**src/rtl/mem_readback.sv**
```systemverilog
// Sequential block-RAM reader: walks an address range, streams words over valid/ready
// through a 2-entry skid FIFO and accumulates a 16-bit additive checksum.
module mem_readback #(
  parameter int WID_MEM   = 9,
  parameter int DEPTH_MEM = 8192,
  parameter int ADDR_W    = 13
) (
  input  logic               clk,
  input  logic               reset,
  input  logic               start,
  input  logic [ADDR_W-1:0]  base_addr,
  input  logic [ADDR_W:0]    count,
  output logic [ADDR_W-1:0]  raddr,
  input  logic [WID_MEM-1:0] rdata,
  output logic [WID_MEM-1:0] out_data,
  output logic               out_valid,
  input  logic               out_ready,
  output logic               busy,
  output logic               done,
  output logic [15:0]        checksum
);

  // state | meaning
  // IDLE  | waiting for start
  // RUN   | issuing reads while the FIFO has room
  // DRAIN | all reads issued, emptying in-flight read and FIFO
  // DONE  | one-cycle done pulse, back to IDLE
  typedef enum logic [1:0] {S_IDLE, S_RUN, S_DRAIN, S_DONE} state_t;

  state_t              state_q, state_d;
  logic [ADDR_W-1:0]   addr_q, addr_d;
  logic [ADDR_W:0]     remain_q, remain_d;
  logic [ADDR_W-1:0]   raddr_q, raddr_d;
  logic                inflight_q, inflight_d;
  logic [1:0]          fifo_cnt_q, fifo_cnt_d;
  logic [WID_MEM-1:0]  head_q, head_d;
  logic [WID_MEM-1:0]  tail_q, tail_d;
  logic                busy_q, busy_d;
  logic                done_q, done_d;
  logic [15:0]         chk_q, chk_d;

  logic                pop;
  logic                push;
  logic                issue;
  logic [2:0]          occ;
  logic [15:0]         head_ext;

  always_comb begin
    pop      = (fifo_cnt_q != 2'd0) && out_ready;
    push     = inflight_q;
    // Slots committed for next cycle; pop only happens with a non-empty FIFO.
    occ      = {1'b0, fifo_cnt_q} + {2'b00, inflight_q} - {2'b00, pop};
    issue    = (state_q == S_RUN) && (remain_q != '0) && (occ < 3'd2);
    raddr    = issue ? addr_q : raddr_q;
    head_ext = 16'(head_q);
  end

  always_comb begin
    state_d    = state_q;
    addr_d     = addr_q;
    remain_d   = remain_q;
    raddr_d    = raddr_q;
    inflight_d = issue;
    fifo_cnt_d = fifo_cnt_q;
    head_d     = head_q;
    tail_d     = tail_q;
    busy_d     = busy_q;
    done_d     = 1'b0;
    chk_d      = chk_q;

    case ({push, pop})
      2'b10: begin
        if (fifo_cnt_q == 2'd0) head_d = rdata;
        else                    tail_d = rdata;
        fifo_cnt_d = fifo_cnt_q + 2'd1;
      end
      2'b01: begin
        head_d     = tail_q;
        fifo_cnt_d = fifo_cnt_q - 2'd1;
      end
      2'b11: begin
        if (fifo_cnt_q == 2'd1) begin
          head_d = rdata;
        end else begin
          head_d = tail_q;
          tail_d = rdata;
        end
      end
      default: ;
    endcase

    if (pop) chk_d = chk_q + head_ext;

    if (issue) begin
      raddr_d  = addr_q;
      addr_d   = (addr_q == ADDR_W'(DEPTH_MEM - 1)) ? '0 : addr_q + 1'b1;
      remain_d = remain_q - 1'b1;
    end

    case (state_q)
      S_IDLE: begin
        if (start) begin
          addr_d   = base_addr;
          remain_d = count;
          chk_d    = '0;
          if (count == '0) begin
            state_d = S_DONE;
            done_d  = 1'b1;
            busy_d  = 1'b0;
          end else begin
            state_d = S_RUN;
            busy_d  = 1'b1;
          end
        end
      end
      S_RUN: begin
        if (remain_d == '0) state_d = S_DRAIN;
      end
      S_DRAIN: begin
        if ((fifo_cnt_d == 2'd0) && !inflight_d) begin
          state_d = S_DONE;
          done_d  = 1'b1;
          busy_d  = 1'b0;
        end
      end
      S_DONE: begin
        state_d = S_IDLE;
      end
      default: state_d = S_IDLE;
    endcase
  end

  always_ff @(posedge clk or negedge reset) begin
    if (!reset) begin
      state_q    <= S_IDLE;
      addr_q     <= '0;
      remain_q   <= '0;
      raddr_q    <= '0;
      inflight_q <= 1'b0;
      fifo_cnt_q <= 2'd0;
      head_q     <= '0;
      tail_q     <= '0;
      busy_q     <= 1'b0;
      done_q     <= 1'b0;
      chk_q      <= '0;
    end else begin
      state_q    <= state_d;
      addr_q     <= addr_d;
      remain_q   <= remain_d;
      raddr_q    <= raddr_d;
      inflight_q <= inflight_d;
      fifo_cnt_q <= fifo_cnt_d;
      head_q     <= head_d;
      tail_q     <= tail_d;
      busy_q     <= busy_d;
      done_q     <= done_d;
      chk_q      <= chk_d;
    end
  end

  assign out_data  = head_q;
  assign out_valid = (fifo_cnt_q != 2'd0);
  assign busy      = busy_q;
  assign done      = done_q;
  assign checksum  = chk_q;

endmodule

```
**config.mk**
```make
export PLATFORM = sky130hd
export DESIGN_NAME = mem_readback
export DESIGN_NICKNAME = d
export VERILOG_FILES = /design/src/rtl/mem_readback.sv
export SDC_FILE = /design/constraint.sdc
export NUM_CORES = 1
export LEC_CHECK = 0
export CORE_UTILIZATION = 48
export DETAILED_ROUTE_END_ITERATION = 12
export PLACE_DENSITY = 0.77
export REMOVE_ABC_BUFFERS = 1
export SKIP_LAST_GASP = 1
export SLEW_MARGIN = 30
export SYNTH_ARGS = -nofsm -noshare
export SYNTH_HDL_FRONTEND = slang
export SYNTH_SLANG_ARGS = --single-unit
```
**constraint.sdc**
```tcl
create_clock -name clk -period 3.2 [get_ports clk]
set_input_delay 0.32 -clock clk [delete_from_list [all_inputs] [get_ports clk]]
set_output_delay 0.32 -clock clk [all_outputs]
set_load 0.01 [all_outputs]
```
* Word level (Yosys, flattened, before mapping)
Index checks and enable logic that the tools add are counted.
Cells by class: $add $sub $neg 7, order comparisons 1, equality and inequality tests 14, mux-type cells 31, reductions and logical operators 19
Operators with widths (number):
- 13-bit 2-to-1 mux | 5
- 16-bit 2-to-1 mux | 3
- 14-bit 2-to-1 mux | 3
- 9-bit 2-to-1 mux | 4
- 14-bit zero test | 2
- 9-bit one-hot mux with 3 select lines | 1
- 9-bit one-hot mux with 2 select lines | 1
- 16-bit by 9-bit adder with 16-bit output | 1
- 14-bit nonzero test | 1
- 14-bit by 1-bit subtractor with 14-bit output, second input constant | 1
- 13-bit by 1-bit adder with 13-bit output, second input constant | 1
- 13-bit equality test, second input constant | 1
- 2-bit inequality test, second input constant | 5
- 3-bit AND reduction | 3
- 2-bit equality test, second input constant | 4
- 2-bit 2-to-1 mux | 4
- 2-bit one-hot mux with 4 select lines | 1
- 2-bit by 1-bit equality test with 1-bit output, second input constant | 3
- 2-bit zero test | 3
- 1-bit 2-to-1 mux | 6
- 2-bit nonzero test | 3
- 1-bit logical AND | 4
- 1-bit one-hot mux with 2 select lines | 2
- 2-bit one-hot mux with 2 select lines | 1
- 9 further kinds | 9
Word-level totals: bits in registers 81, input port bits 40, output and inout bits 41, word-level logic and storage cells 83

* Longest topological paths before layout
depth in word-level cells 9, gate-level depth with buffers 19, gate-level depth less buffers 17

* Least setup slack after synthesis
No wires, ideal clock.
path type register to output, start point register fifo_cnt_q[0], end point output raddr[11], arrival 3.192 ns, data required time 2.880 ns, setup slack -0.312 ns, stages on the path, launching flop included 18, path buffers 4, path through dfrtp_1 > inv_1 > ha_1 > inv_1 > nand2_1 > nor2_1 > o21ai_0 > fa_1 > xnor2_1 > nand3_1 > or2_1 > buf_6 > inv_2 > buf_6 > clkbuf_1 > clkbuf_1 > nand2_1 > nand2_1
On the way: cells in the longest elaborated chain, start to end 6, elaborated cells on any way between the ends 7, classes of those cells add/sub (2); order compare (1); mux (1); reduce/logical (3)
Ends and longest elaborated chain:
- start, declared | RTL line 35 | logic [1:0] fifo_cnt_q, fifo_cnt_d;
- start signal, assigned | RTL line 152 | fifo_cnt_q <= fifo_cnt_d;
- 2-bit nonzero test
- via out_valid | RTL line 16 | output logic out_valid,
- 1-bit logical AND | RTL line 49 | pop = (fifo_cnt_q != 2'd0) && out_ready;
- 3-bit by 1-bit subtractor with 3-bit output | RTL line 52 | occ = {1'b0, fifo_cnt_q} + {2'b00, inflight_q} - {2'b00, pop};
- 3-bit by 2-bit < comparator with 1-bit output | RTL line 53 | issue = (state_q == S_RUN) && (remain_q != '0) && (occ < 3'd2);
- 1-bit logical AND | RTL line 53
- via inflight_d | RTL line 34 | logic inflight_q, inflight_d;
- 13-bit 2-to-1 mux
- end, declared | RTL line 13 | output logic [ADDR_W-1:0] raddr,
The timed path passes the listed nets, and every way through them passes these cells.

* Worst setup path in the final report
start point register fifo_cnt_q[0], end point register state_q[0]
On the way: cells in the longest elaborated chain, start to end 9, elaborated cells on any way between the ends 19, classes of those cells add/sub (4); order compare (1); eq/ne (4); mux (2); reduce/logical (8)
Ends and longest elaborated chain:
- branches (longest 8 deep; another with 2-bit by 1-bit adder with 3-bit output)
- 3-bit AND reduction (no source line) (*)
- end signal, assigned | RTL line 147 | state_q <= state_d;
- end, declared | RTL line 30 | state_t state_q, state_d;
Every way passes the cells marked *. A chain may end at the register's enable or synchronous reset.

==> flow_summary.yaml <==
clock_tree:
  cts_tree: "done"
  clock-sinks: 81
  h-tree-depth: 3
  ctsHoldBuffers: 0
  cts_buffers: 9
  clk_pin_slew_ns: 0.09
  clock_tree.root_cell: "clkbuf_8"
  cts_buffer_depth: 2
  worstSkewPairLatency_ns: 0.36
sta:
  rsz0062_at_grt: "yes"
  worst_slew_pin_slew_ns: 0.7959
  slew_viol_final: 0
  finalWorstPathRequiredPeriod_ns: 3.187
  fin_tns_setup_ns: 0
  hold_viol: 9
  fin_skew_ns: 0.01275
  max_slew_margin: 0.4694
  fmax_mhz: 313.7
  finalSetupViolCount: 0
  fin_crit_sh: 0.9961
  holdWs_ns: -0.004778
detailed_routing:
  drcViolationCount: 0
  wl_per_cell_um: 14.88
  detail-route-antenna-nets: 0
  wirelength_mm: 10.98
  first_iter_violations: 235
  vias_per_cell: 5.472
  num_vias: 4038
  drt_pass1_iterations: 7
floorplanning:
  io_pins: 81
  rows: 35
  dieHeight_um: 99.21
  initial_core_util: 0.4932
  die_w_um: 99.21
  die-area_sq_mm: 0.009842
  core_area_sq_mm: 0.009196
global_route:
  grt_antenna_before_repair: 0
  overflow: 0
  grt_max_degree: 82
  grt_pass1_vias: 3817
  grtUsageTotal: 0.2301
  grt_pass1_wl_mm: 18.30
synth:
  synthArstFlopShare: 1.000
  yosysMostFrequentCell: "nand2_1"
  ys_seq_area_frac: 0.4469
  synth_top_cell_by_area: "dfrtp_1"
  synth.cell_area_sq_mm: 0.004536
  netlist.area_leader.share: 0.4469
  avgSynthCellArea_sq_um: 8.876
  yosys_register_bits: 81
  ys_warn_count: 0
  synth-edff-count: 0
  synthTopCellsByCount: "nand2_1, dfrtp_1, o21ai_0"
  synth_ff_type: "dfrtp_1"
  synthCells: 511
  ys_types: 50
  synth.area.top_cells: "dfrtp_1, nand2_1, o21ai_0"
power:
  pwr-share-comb: 0.551
  p_sw_mw: 2.391
  pwr-share-seq: 0.324
  power_per_cell_area_mw_per_mm2: 955.3
  peakVddDrop_uv: 459.5
  p_leak_nw: 2.601
  swShare: 0.4201
  clock_power_share: 0.125
  p_int_mw: 3.301
outcome:
  outcome: "complete, but fails checks"
  violations: "hold timing"
critical_path:
  crit_path_frequent_cell: "inv_2"
  cp_num_buf_inv: 4
  worstSetupStartpointType: "flip-flop"
  critPathKind: "reg -> reg"
  worstPathMaxFanout: 11
  ff2ff_path_depth: 16
  r2r_slack_ns: 0.01
  slowest_stage: "fa_2"
  cp_top_family: "simple AND/OR/NAND/NOR gates"
  required_ns: 3.45
  crit_chain: "inv_2 > ha_4 > inv_4 > nand2_4 > inv_2 > nor2_2 > o21ai_2 > fa_2 > nand3_2 > or2_4 > buf_4 > o31a_1 > nand2b_1 > o21ai_0 > o22ai_2 > mux2_4"
  cp.depth: 16
  max_stage_delay_ns: 0.55
  endpoint_kind: "flip-flop"
  cp.arrival_ns: 3.43
placed_design:
  place.gp.congestion: 0.8941
  dpl_cell_area_sq_mm: 0.005633
  dp_hpwl_mm: 7.824
  port_buffers: 80
flow_run:
  drv_cap: 0
cells_and_area:
  final_util: 0.6479
  insertedDiodeCount: 0
  layout-area-overhead-vs-synth_pct: 31.37
  drive_gt1_frac: 0.1770
  final_area_sq_mm: 0.005958
  final_nets: 682
hold_path:
  hp-class: "in -> async"
final cells by class:
type	instances	area [sq um]
tap	111	138.9
clock buffer	10	137.6
clock inverter	6	48.80
timing repair buffer	120	1079
inverter	20	82.58
fill	761	3238
sequential	81	2027
multi-input combinational	390	2445
repair_timing:
item                                    CTS  global route
resized for setup                        51            31
gates cloned                              0             1
setup buffers                             2             6
endpoints found under the setup margin   15            15
pin swaps                                 5            12
layer usage:
layer | vias up | share of wire | global-route usage
li1 | 1989 | - | -
met1 | 1927 | 0.45 | 0.3132
met2 | 109 | 0.49 | 0.3862
met3 | 13 | 0.051 | 0.03935
met4 | 0 | 0.011 | 0.05204
met5 | - | 0 | 0
logic make-up after synthesis:
family          synth area share
flops                     0.4469
mux                      0.02704
compound gates            0.1525
fa+ha+maj                0.05848
xor+xnor                 0.06952
simple gates              0.2091
buf+inv                  0.03641
per-stage QoR:
| step | worst slack [ns] | total power, mW | instances |
|---|---|---|---|
| 2_1_floorplan | -0.7871 | 3.518 | 491 |
| 3_5_place_dp | -0.3143 | 4.774 | 713 |
| 3_3_place_gp | -0.2031 | 4.669 | 713 |
| 6_report | 0.01254 | 5.692 | 738 |
| 5_1_grt | -0.1360 | 6.144 | 738 |
| 4_1_cts | 0.01229 | 5.561 | 731 |
path summary, 6_finish.rpt:
path | start | endpoint
max | fifo_cnt_q[0] | state_q[0]
min | reset | busy
max reg2reg | fifo_cnt_q[0] | state_q[0]
min reg2reg | raddr_q[1] | raddr_q[1]
max in group asynchronous | reset | remain_q[12]
min in group clk | raddr_q[1] | raddr_q[1]
state kept, by name (all words and copies together), names as in the netlist:
signal      flops
remain_q       14
checksum       16
addr_q         13
fifo_cnt_q      2
state_q         2
out_data        9
tail_q          9
done            1
inflight_q      1
busy            1
raddr_q        13
cells in the final DEF (no fill, tap or decap), drive strengths merged, types with 4 or more instances in the layout:
master and instances:
clkdlybuf4s50 66, clkbuf 15, o21ai 51, or3 4, nand3 9, nor3 7
xnor2 19, a21oi 32, dfrtp 81, or2 5, xor2 17, mux2 10
nor4 8, o31ai 4, nand2 113, nand4 7, nor2 29, a22oi 10
nor3b 5, inv 22, buf 49, o2111ai 4, ha 18
power by group through the flow:
stage | Sequential, mW | Combinational (mW) | Clock [mW]
2_1_floorplan | 1.84 | 1.68 | 0
5_1_grt | 1.90 | 3.46 | 0.782
3_3_place_gp | 1.83 | 2.84 | 0
3_5_place_dp | 1.85 | 2.92 | 0
4_1_cts | 1.83 | 3.00 | 0.733
6_report | 1.84 | 3.14 | 0.713
Note: power is estimated with default switching activity, not from simulation.
